### src/rtl/serial_add_ctrl.sv
// Bit-serial add/subtract engine: one shared fulladder walks the operands LSB first,
// one bit per clock, with start/ready on the input side and valid/ready on the result.

module fulladder (
    input  logic a,
    input  logic b,
    input  logic cin,
    output logic s,
    output logic cout
);
    assign s    = a ^ b ^ cin;
    assign cout = (a & b) | (cin & (a ^ b));
endmodule

module serial_add_ctrl #(
    parameter int WIDTH = 32
) (
    input  logic             clk,
    input  logic             reset,
    input  logic             start,
    output logic             start_ready,
    input  logic             sub,
    input  logic [WIDTH-1:0] a,
    input  logic [WIDTH-1:0] b,
    output logic [WIDTH-1:0] result,
    output logic             carry_out,
    output logic             overflow,
    output logic             result_valid,
    input  logic             result_ready
);
    localparam int CW = $clog2(WIDTH);

    typedef enum logic [1:0] {IDLE, RUN, DONE} state_t;

    state_t          state;
    state_t          state_next;
    logic [WIDTH-1:0] a_sh;
    logic [WIDTH-1:0] b_sh;
    logic [WIDTH-1:0] result_sh;
    logic            carry;
    logic [CW-1:0]   count;
    logic            fa_s;
    logic            fa_cout;
    logic            last_step;

    fulladder u_fa (
        .a    (a_sh[0]),
        .b    (b_sh[0]),
        .cin  (carry),
        .s    (fa_s),
        .cout (fa_cout)
    );

    assign last_step = (state == RUN) && (count == CW'(WIDTH - 1));

    always_ff @(posedge clk) begin
        if (reset) state <= IDLE;
        else       state <= state_next;
    end

    always_comb begin
        state_next = state;
        case (state)
            IDLE:    if (start)                       state_next = RUN;
            RUN:     if (last_step)                   state_next = DONE;
            DONE:    if (result_ready)                state_next = IDLE;
            default:                                  state_next = IDLE;
        endcase
    end

    always_comb begin
        start_ready  = (state == IDLE);
        result_valid = (state == DONE);
    end

    // Subtraction is a + ~b + 1: invert b at capture and seed the carry with sub.
    always_ff @(posedge clk) begin
        if (reset) begin
            a_sh      <= '0;
            b_sh      <= '0;
            result_sh <= '0;
            carry     <= 1'b0;
            count     <= '0;
            result    <= '0;
            carry_out <= 1'b0;
            overflow  <= 1'b0;
        end else begin
            case (state)
                IDLE: begin
                    if (start) begin
                        a_sh  <= a;
                        b_sh  <= sub ? ~b : b;
                        carry <= sub;
                        count <= '0;
                    end
                end
                RUN: begin
                    a_sh      <= {1'b0, a_sh[WIDTH-1:1]};
                    b_sh      <= {1'b0, b_sh[WIDTH-1:1]};
                    result_sh <= {fa_s, result_sh[WIDTH-1:1]};
                    carry     <= fa_cout;
                    count     <= count + 1'b1;
                    if (last_step) begin
                        result    <= {fa_s, result_sh[WIDTH-1:1]};
                        carry_out <= fa_cout;
                        overflow  <= carry ^ fa_cout;
                    end
                end
                default: ;
            endcase
        end
    end
endmodule

### config.mk
export PLATFORM = sky130hd
export DESIGN_NAME = serial_add_ctrl
export DESIGN_NICKNAME = d
export VERILOG_FILES = /design/src/rtl/serial_add_ctrl.sv
export SDC_FILE = /design/constraint.sdc
export NUM_CORES = 1
export LEC_CHECK = 0
export ABC_AREA = 0
export BUFFER_PORTS_ARGS = -buffer_cell sky130_fd_sc_hd__buf_2
export CAP_MARGIN = 5
export CORE_UTILIZATION = 40
export DETAILED_ROUTE_END_ITERATION = 12
export PLACE_DENSITY = 0.59
export SLEW_MARGIN = 10
export SYNTH_ARGS = -nofsm -noshare
export SYNTH_HDL_FRONTEND = slang
export SYNTH_SLANG_ARGS = --single-unit
### constraint.sdc
create_clock -name clk -period 5.6 [get_ports clk]
set_clock_uncertainty 0.2 [all_clocks]
set_input_delay 0.56 -clock clk [delete_from_list [all_inputs] [get_ports clk]]
set_output_delay 0.56 -clock clk [all_outputs]
set_load 0.01 [all_outputs]
==> metrics.md, run 1 <==
| Metric | Value |
|---|---|
| WL/cell | `approximately 13 um` |
| Clk root buf | `clkbuf_16` |
| CTS buffer count | `17` |
| Leakage | `between 2 and 3 nW` |
| PD cells | `342.0 nW/um^2` |
| WL met1 | `between 5000 and 6000 um` |
| Register area | `2744 sq um` |
| Vias in the first global route | `roughly 4,400` |
| RSZ-0062 raised after global routing | `false` |
| Worst rel slew slack | `between 10% and 20%` |
| Critical path arrival | `1.77 ns` |
| Detailed Route WL | `between 10,000 and 15,000 um` |
| Row count | `between 40 and 50` |
| Post-CTS Setup Bufs | `0` |
| H-Tree Depth | `4` |
| Io pins | `about 110` |
| Top Metal Used | `met4` |
| WP data required | `approximately 4.8 ns` |
| DR DRC count | `0` |
| ANT cells | `0` |
| Gr ovfl total | `0` |
| Final WS setup | `approximately 3.1 ns` |
| Post-synth cell types | `34` |
| Gates resized, CTS repair | `0` |
| Synth area leaders | `dfxtp_1 (47%), a21oi_1 (8.4%), nand2_1 (8.3%)` |
| Initial Utilization | `between 40% and 50%` |
| Max IR drop VDD | `a little over 200 uV` |
| Clk slew on worst S/H paths | `0.05 ns` |
| Ratio of cells with drive above 1 in the final layout | `a little under a fifth` |
| DP HPWL | `approximately 7400 um` |
| Period utilization | `about 45%` |
| CORE AREA | `14,040 sq um` |
| Fmax | `0.3946 GHz` |
| CTS tree | `yes` |
| GRT Overall Usage | `between 15 and 20%` |
| #FFs+latches synth | `137` |
| Die ar. | `~15,000 sq um` |
| Area growth from synthesis to layout | `17.01%` |
| Sinks on Clock Net | `137` |
| Final Wtd Congestion | `between 0.7 and 0.8` |
| Outcome | `finished clean` |
| Total Neg Setup Slack | `0 ns` |
| Area occupied by multi-input gates | `2721 sq um` |
| Critical Path Fanout Max | `48` |
| Via count | `4,717` |
| Seq/Total Area, Yosys | `46.97%` |
| Post-synth top area cell | `dfxtp_1` |
| Time the worst path needs with I/O delays and setup | `roughly 2.5 ns` |
| Actual slew at the worst max-slew pin | `1.208 ns` |
| Final setup viols | `0` |
| Post-Syn Area | `roughly 5800 sq um` |
| Fillers | `1,372` |
| DR WL met2 | `5556 um` |
| Max clock buf depth | `2` |
| Synthesized instance count | `between 600 and 700` |
| Port bufs | `104` |
| Crit. End Element | `output port` |
| DIE HEIGHT | `between 100 and 150 um` |
| Startpoint types | `flop` |
| Post-synth top area share | `46.97%` |
| Chip width | `122.8 um` |
| Syn Nets | `approximately 760` |
| Largest net degree at the start of global routing | `95` |
| Vias per inst | `5.023` |
| Main flop type after synthesis | `dfxtp_1` |
| Worst min path class | `input port to flop` |
| Max-Cap Viols | `0` |
| Met3 wire length | `700 um` |
| Slew Limit Fails | `0` |
| Post-synthesis async set-or-reset flop share | `0%` |
| Initial antenna violation count | `0` |
| Post-CTS Hold Buffers | `0` |
| Starting DRC count in detailed routing | `303` |
| First-pass GRT wire length | `approximately 20,000 um` |
| Nets | `between 800 and 900` |
| Syn Area/Cell | `8.537 sq um` |
| Number of flops mapped to enable cells by yosys | `0` |
| DP Worst Slack | `3.166 ns` |
| Fin. Hold Viols | `0` |
| DRT Pass-1 Iters | `5` |
| Worst skew pair latency | `slightly above 0.4 ns` |
| Yosys warning count | `0` |
| Crit Path Class | `flop to output port` |
| Detail Route Antenna Nets | `0` |
[through the flow]
stage                     hold slack (ns)  cell area [sq um]  util, %  cells  total power, mW
after CTS                          0.1772               6833    48.66    939            2.368
after global placement             0.2430               6251    44.52    910            1.256
after floorplan                    0.2321               5839        -    684            1.220
after global routing               0.2211               6833    48.66    939            2.437
final                              0.1864               6833    48.66    939            2.337
after detailed placement           0.2437               6251    44.52    910            1.262
[cell usage after synthesis, types with 2 or more instances]
| cell type | n |
|---|---|
| dfxtp_1 | 137 |
| nand2_1 | 129 |
| a21oi_1 | 98 |
| nor2_1 | 39 |
| a22oi_1 | 35 |
| nor3_1 | 33 |
| or3b_1 | 32 |
| xnor2_1 | 32 |
| nand2b_1 | 31 |
| o22ai_1 | 31 |
| clkbuf_1 | 25 |
| buf_2 | 13 |
| buf_4 | 13 |
| buf_6 | 10 |
| or2b_1 | 3 |
| a211oi_1 | 2 |
| buf_1 | 2 |
| ha_1 | 2 |
| nand3_1 | 2 |
[cell families (layout without fill, tap and decap cells)]
group                      Yosys count  count (layout)  synth area share [%]
and+or+nand+nor                    277             277                 23.57
AOI/OAI and AO/OA                  170             170                 17.12
DFF                                137             137                 46.97
buffers and inverters               63             138                 6.450
xor gates and xnor gates            33              33                 4.950
adders and majority gates            3               3                0.7713
muxes                                1               1                0.1714
[critical path: stages, from the launching register on]
cell and delay [ns]:
dfxtp_2 0.62, buf_4 0.46, nor2b_1 0.11, buf_2 0.16
[final timing paths]
check,from,endpoint,slack (ns),cells after the start
max,state[0]$_SDFFE_PP0P_,result_valid,3.07,3
min,a[31],a_sh[31]$_SDFFE_PP0P_,0.19,3
max reg2reg,state[0]$_SDFFE_PP0P_,count[3]$_SDFFE_PP0P_,3.19,3
min reg2reg,result[6]$_SDFFE_PP0P_,result[6]$_SDFFE_PP0P_,0.25,2
[cell type report]
| class | count | area share, % |
|---|---|---|
| well taps | 180 | 3.296 |
| clock buffers | 20 | 6.684 |
| repair buffers | 109 | 8.204 |
| flip-flops and latches | 137 | 40.16 |
| clock inverters | 9 | 1.831 |
| multi-input cells | 484 | 39.83 |
[layout by cell type, fill, tap and decap left out, types with 2 or more instances in the layout]
cell type	netlist	final
nor2_1	39	39
dfxtp_1	137	136
a21oi_1	98	98
clkbuf_16	0	17
buf_2	13	103
o22ai_1	31	31
ha_1	2	2
bufinv_16	0	3
xnor2_1	32	32
nand2_1	129	129
clkbuf_8	0	2
buf_4	13	6
nand3_1	2	2
clkinv_2	0	4
nor3_1	33	33
clkinvlp_4	0	2
nand2b_1	31	31
a22oi_1	35	35
or3b_1	32	32
or2b_1	3	3
a211oi_1	2	2
[power breakdown]
part	internal (mW)	total (mW)	leakage (nW)	switching, mW
sequential	1.02	1.04	1.12	0.0241
clock	0.712	1.10	0.283	0.385
combinational	0.0914	0.198	1.20	0.106
total	1.82	2.34	2.60	0.515
[metal layers]
layer,vias up,GRT usage [%]
met3,16,4.926
met1,2124,19.48
met5,-,0
met2,114,27.84
met4,0,7.317
li1,2463,-
[state kept, by name (all words and copies together), names as in the netlist]
register,count
overflow,1
result,32
state,2
result_sh,31
a_sh,32
b_sh,32
carry_out,1
count,5
carry,1
Note: power is estimated with default switching activity, not from simulation.
==> run 2, diff against run 1 <==
- clock period: 5.6 -> 2.38 ns (I/O delays scaled with it)
==> run 2 against run 1 <==
Net effect: sequential share of layout area down 2.8 points; critical endpoint is now result[15]$_SDFFE_PP0P_; routed wire length up 7.0%; clock power up 150%; largest cell class unchanged; non-clock buffer count up 44; sequential cell count stayed put; utilization rose by 3.6 points.
==> metrics.md, run 2 (synthesis results as in run 1) <==
| Metric | Value |
|---|---|
| Fin. Hold Viols | `0` |
| WP data required | `around 2.5 ns` |
| Final Wtd Congestion | `0.7485` |
| Port bufs | `approximately 100` |
| Max incr delay on CP | `between 0.3 and 0.4 ns` |
| Ratio of cells with drive above 1 in the final layout | `approximately a fifth` |
| Max IR drop VDD | `448.7 uV` |
| Actual slew at the worst max-slew pin | `around 0.68 ns` |
| Max-Cap Viols | `0` |
| GRT Overall Usage | `~18%` |
| Gr ovfl total | `0` |
| Crit Path Class | `flop to flop` |
| Commonest cells after routing, fill and taps aside | `dfxtp_1 (136), nand2_1 (129), buf_2 (103)` |
| Final WS setup | `roughly 0.32 ns` |
| Starting DRC count in detailed routing | `between 300 and 400` |
| Detail Route Antenna Nets | `0` |
| Die ar. | `15,090 sq um` |
| Post-CTS Setup Bufs | `0` |
| Max stage delay cell, worst path | `dfxtp_1` |
| CP Cell Sequence | `ha_1, and3_1, ha_1, nand3b_2, buf_12, nand2_1, a21oi_1` |
| Initial antenna violation count | `0` |
| Row count | `between 40 and 50` |
| Post-Route Utilization | `roughly 52%` |
| Leakage | `around 2.8 nW` |
| Area growth from synthesis to layout | `25.65%` |
| Gates resized, CTS repair | `0` |
| Internal | `around 4.4 mW` |
| Largest registers | `a_sh (32), b_sh (32), result (32)` |
| Fmax | `0.4858 GHz` |
| Most frequent CP cell | `ha_1` |
| WL/cell | `roughly 13 um` |
| Period utilization | `between 80% and 90%` |
| Startpoint types | `flop` |
| Overall power | `5.694 mW` |
| Critical Path Fanout Max | `19` |
| Sw Share | `22.59%` |
| Vias in the first global route | `around 4,500` |
| DIE HEIGHT | `between 100 and 150 um` |
| Worst min path class | `input port to flop` |
| Clk slew on worst S/H paths | `~0.060 ns` |
| Final setup viols | `0` |
| CTS buffer count | `17` |
| DRT Pass-1 Iters | `5` |
| CTS tree | `yes` |
| Post-CTS Hold Buffers | `33` |
| Hold WS | `around 0.032 ns` |
| Max clock buf depth | `2` |
| ANT cells | `0` |
| P_sw | `roughly 1.3 mW` |
| Critical path arrival | `between 2 and 2.5 ns` |
| Outcome | `finished clean` |
| Comb pwr share | `under 10%` |
| Initial Utilization | `41.58%` |
| Total Neg Setup Slack | `0 ns` |
| Io pins | `~110` |
| Clock share of power | `47.5%` |
| Leading cell type in the layout, fill and taps excluded | `dfxtp_1` |
| Vias per inst | `4.985` |
| Largest net degree at the start of global routing | `about 140` |
| H-Tree Depth | `4` |
| PD cells | `~780 nW/um^2` |
| Via count | `slightly below 5,000` |
| Hold Path Stages | `4` |
| Worst rel slew slack | `between 50% and 60%` |
| Fillers | `between 1,000 and 1,500` |
| DR DRC count | `0` |
| Chip width | `122.8 um` |
| Detailed Route WL | `12,770 um` |
| FF-to-FF setup slack | `~0.32 ns` |
| First-pass GRT wire length | `20,760 um` |
| Clk root buf | `clkbuf_16` |
| DP HPWL | `7932 um` |
| Crit. End Element | `flop` |
| CORE AREA | `between 10,000 and 15,000 sq um` |
| Flop pwr share | `between 40 and 50%` |
| DP Worst Slack | `0.3419 ns` |
| Worst skew pair latency | `0.41 ns` |
| Time the worst path needs with I/O delays and setup | `2.059 ns` |
| Sinks on Clock Net | `137` |
| Slew Limit Fails | `0` |
| RSZ-0062 raised after global routing | `false` |
| R2R cell count | `7` |
| Nets | `865` |
==> run 2: power by group through the flow <==
stage,Sequential [mW],Clock (mW),Combinational [mW]
after detailed placement,2.49,0,0.507
after global placement,2.49,0,0.497
after floorplan,2.48,0,0.390
after CTS,2.45,2.76,0.551
final,2.45,2.70,0.547
after global routing,2.46,2.87,0.610
==> run 2: worst paths after layout <==
kind                                  end              startpoint
setup / recovery  result[15]$_SDFFE_PP0P_   count[0]$_SDFFE_PP0P_
hold / removal       a_sh[8]$_SDFFE_PP0P_                    a[8]
setup reg to reg  result[15]$_SDFFE_PP0P_   count[0]$_SDFFE_PP0P_
hold reg to reg    result[1]$_SDFFE_PP0P_  result[1]$_SDFFE_PP0P_
==> run 2: worst max-delay path, delay by kind of cell, from the launching register on <==
family / cells / cell delay (ns)
AO/OA/AOI/OAI: 1 / 0.08
flip-flops: 1 / 0.37
AND/OR/NAND/NOR: 3 / 0.56
buffers and inverters: 1 / 0.28
adder cells (fa/ha/maj): 2 / 0.41
==> run 2: area by class of cell <==
cell class	count	area, sq um	area share, %
Clock buffer	19	432.9	5.900
Clock inverter	13	177.7	2.422
Multi-Input combinational cell	484	2721	37.09
Sequential cell	137	2744	37.40
Tap cell	180	225.2	3.070
Timing Repair Buffer	153	1036	14.12
==> run 2: stage by stage <==
| step | area, sq um | instances |
|---|---|---|
| 2_1_floorplan | 5839 | 684 |
| 3_3_place_gp | 6396 | 921 |
| 3_5_place_dp | 6396 | 921 |
| 4_1_cts | 7337 | 986 |
| 5_1_grt | 7337 | 986 |
| 6_report | 7337 | 986 |
==> run 2: routing by layer <==
metal  GRT usage (%)  wire [um]
met1           21.86       5928
met2           28.83       6132
met3           4.507        555
met4           7.927        149
met5               0          0
==> run 3, diff against run 2 <==
- SYNTH_HIERARCHICAL: default -> 1
==> run 3 against run 2 <==
Net effect: synthesized cell count did not move; count of clock-buffer cells in the layout unchanged; routed wire length decreased by 2.4%; clock power fell by 12%; sequential share of layout area is 0.41 points higher; combinational power fell by 1%; largest power group is now registers; highest routed layer unchanged.
==> metrics.md, run 3 <==
| Metric | Value |
|---|---|
| Fmax | `between 0.4 and 0.5 GHz` |
| Total Neg Setup Slack | `0 ns` |
| DRT Pass-1 Iters | `5` |
| Worst reg2reg path endpoint | `result[25]$_SDFFE_PP0P_` |
| Hold_sp | `a[21]` |
| Nets | `~870` |
| Final setup viols | `0` |
| Post-synth top area share | `a little under half` |
| Via count | `just under 5,000` |
| RSZ-0062 raised after global routing | `false` |
| Syn Nets | `approximately 760` |
| Number of flops mapped to enable cells by yosys | `0` |
| Worst skew pair latency | `approximately 0.41 ns` |
| Syn Area/Cell | `8.548 sq um` |
| Top Metal Used | `met4` |
| Post-synthesis async set-or-reset flop share | `0%` |
| Die ar. | `around 15,000 sq um` |
| Main flop type after synthesis | `dfxtp_1` |
| PD cells | `approximately 740 nW/um^2` |
| Post-Syn Area | `between 5000 and 6000 sq um` |
| Gates resized, CTS repair | `0` |
| Vias per inst | `approximately 5` |
| Fillers | `1,335` |
| Gr ovfl total | `0` |
| Time the worst path needs with I/O delays and setup | `2.059 ns` |
| Starting DRC count in detailed routing | `about 290` |
| Initial antenna violation count | `0` |
| Detailed Route WL | `~12,000 um` |
| CP Cell Sequence | `buf_4, nor2b_1, buf_2` |
| WP depth | `3` |
| Synth top cells by count | `dfxtp_1 (137), nand2_1 (129), a21oi_1 (98)` |
| Port bufs | `104` |
| Worst Setup SP | `state[1]$_SDFFE_PP0P_` |
| Vias in the first global route | `~4,600` |
| Startpoint types | `flop` |
| GRT Overall Usage | `approximately 17%` |
| Seq/Total Area, Yosys | `between 40% and 50%` |
| Actual slew at the worst max-slew pin | `between 0.8 and 0.9 ns` |
| Worst min path class | `input port to flop` |
| First-pass GRT wire length | `~21,000 um` |
| Largest net degree at the start of global routing | `between 100 and 150` |
| Max-Cap Viols | `0` |
| Sinks on Clock Net | `137` |
| Critical Path Fanout Max | `27` |
| Post-CTS Setup Bufs | `0` |
| Max clock buf depth | `2` |
| Max IR drop VDD | `between 400 and 500 uV` |
| Synth area leaders | `dfxtp_1 (47%), a21oi_1 (8.4%), nand2_1 (8.3%)` |
| Ratio of cells with drive above 1 in the final layout | `about a fifth` |
| DP HPWL | `7679 um` |
| Non-Filler Instances | `between 900 and 1,000` |
| Crit. End Element | `output port` |
| Largest registers | `a_sh (32), b_sh (32), result (32)` |
| Leading cell type in the layout, fill and taps excluded | `dfxtp_1` |
| WP data required | `~1.9 ns` |
| Count leader, synth | `dfxtp_1` |
| CTS buffer count | `17` |
| H-Tree Depth | `4` |
| DR WL met2 | `~6000 um` |
| DR DRC count | `0` |
| Initial Utilization | `41.48%` |
| FF-to-FF setup slack | `~0.4 ns` |
| DIE HEIGHT | `between 100 and 150 um` |
| Clk root buf | `clkbuf_16` |
| Final Wtd Congestion | `0.7215` |
| Detail Route Antenna Nets | `0` |
| Crit Path Class | `flop to output port` |
| Fin. Hold Viols | `0` |
| CP delay by family, top | `buffers and inverters` |
| Max incr delay on CP | `about 0.50 ns` |
| Synthesized instance count | `684` |
| Chip width | `122.9 um` |
| Setup crit end | `result_valid` |
| Max stage delay cell, worst path | `dfxtp_1` |
| CTS tree | `yes` |
| Yosys warning count | `6` |
| Met3 wire length | `550 um` |
| #FFs+latches synth | `roughly 140` |
| Placed Instances | `921` |
| ANT cells | `0` |
| Commonest cells after routing, fill and taps aside | `dfxtp_1 (136), nand2_1 (129), buf_2 (103)` |
| Area growth from synthesis to layout | `24.12%` |
| Clk slew on worst S/H paths | `about 0.060 ns` |
| Post-synth top area cell | `dfxtp_1` |
| Outcome | `finished clean` |
| WL met1 | `5730 um` |
| Period utilization | `86.49%` |
| CORE AREA | `14,100 sq um` |
| Worst rel slew slack | `between 40% and 50%` |
| Leakage | `2.775 nW` |
| Slew Limit Fails | `0` |
| R2R cell count | `7` |
| FF-to-FF Start | `count[0]$_SDFFE_PP0P_` |
| Critical path arrival | `1.62 ns` |
| CP bufs+invs | `2` |
| Io pins | `about 110` |
| WL/cell | `between 10 and 15 um` |
| Row count | `43` |
| Post-synth cell types | `33` |
## run 3: cell types whose count changed in the layout (fill, tap and decap cells not counted), sizes merged
cell / before / now
a211oi: 2 / 3
clkinv: 4 / 3
dlygate4sd3: 33 / 34
or2b: 3 / 0
mux2i: 1 / 0
nand2b: 32 / 35
clkinvlp: 5 / 6
bufinv: 4 / 0
inv: 0 / 4
## run 3: cell families after synthesis
family / synth area share [%]
AND/OR/NAND/NOR: 23.52
AO/OA/AOI/OAI: 17.44
flip-flops: 46.91
buffers and inverters: 6.420
XOR/XNOR: 4.943
adder cells (fa/ha/maj): 0.7703
## run 3: worst min-delay path by stage
stage,endpoint,cells after the start
finish,a_sh[21]$_SDFFE_PP0P_,4
global placement,result[11]$_SDFFE_PP0P_,2
global route,a_sh[24]$_SDFFE_PP0P_,4
floorplan,a_sh[31]$_SDFFE_PP0P_,2
CTS,a_sh[21]$_SDFFE_PP0P_,4
detailed placement,result[0]$_SDFFE_PP0P_,2
## run 3: power breakdown
part	leakage (nW)	switching [mW]	internal, mW
combinational	1.41	0.270	0.269
clock	0.249	1.01	1.36
sequential	1.12	0.0527	2.39
## run 3: area by class of cell
class	instances	area [sq um]	share of cell area [%]
flip-flops and latches	137	2744	37.81
multi-input cells	484	2729	37.60
clock buffers	19	442.9	6.103
well taps	180	225.2	3.103
repair buffers	154	1021	14.07
clock inverters	13	95.09	1.310
## run 3: tightest hold or removal path: stages
cell	delay, ns
buf_2	0.07
or3b_1	0.09
a21oi_1	0.06
nor3_1	0.14
## run 3: what timing repair did
item / CTS / global route
hold buffers: 34 / 0
endpoints found under the setup margin: 0 / 0
endpoints found under the hold margin: 34 / 0
## run 3: metal layers
layer | vias to the layer above | GRT usage, %
met4 | 0 | 7.012
met2 | 110 | 29.81
li1 | 2560 | -
met1 | 2284 | 20.88
met3 | 17 | 4.613
met5 | - | 0
## run 3: through the flow
step	hold WS (ns)	utilization, %	instance area [sq um]	setup slack [ns]	total power [mW]
detailed placement	0.2439	45.25	6379	0.3637	2.994
CTS	0.02084	51.48	7257	0.3096	5.425
floorplan	0.1863	-	5847	0.5427	2.879
global route	0.06021	51.48	7257	0.2183	5.596
global placement	0.2391	45.25	6379	0.4472	2.983
finish	0.03251	51.48	7257	0.3215	5.357
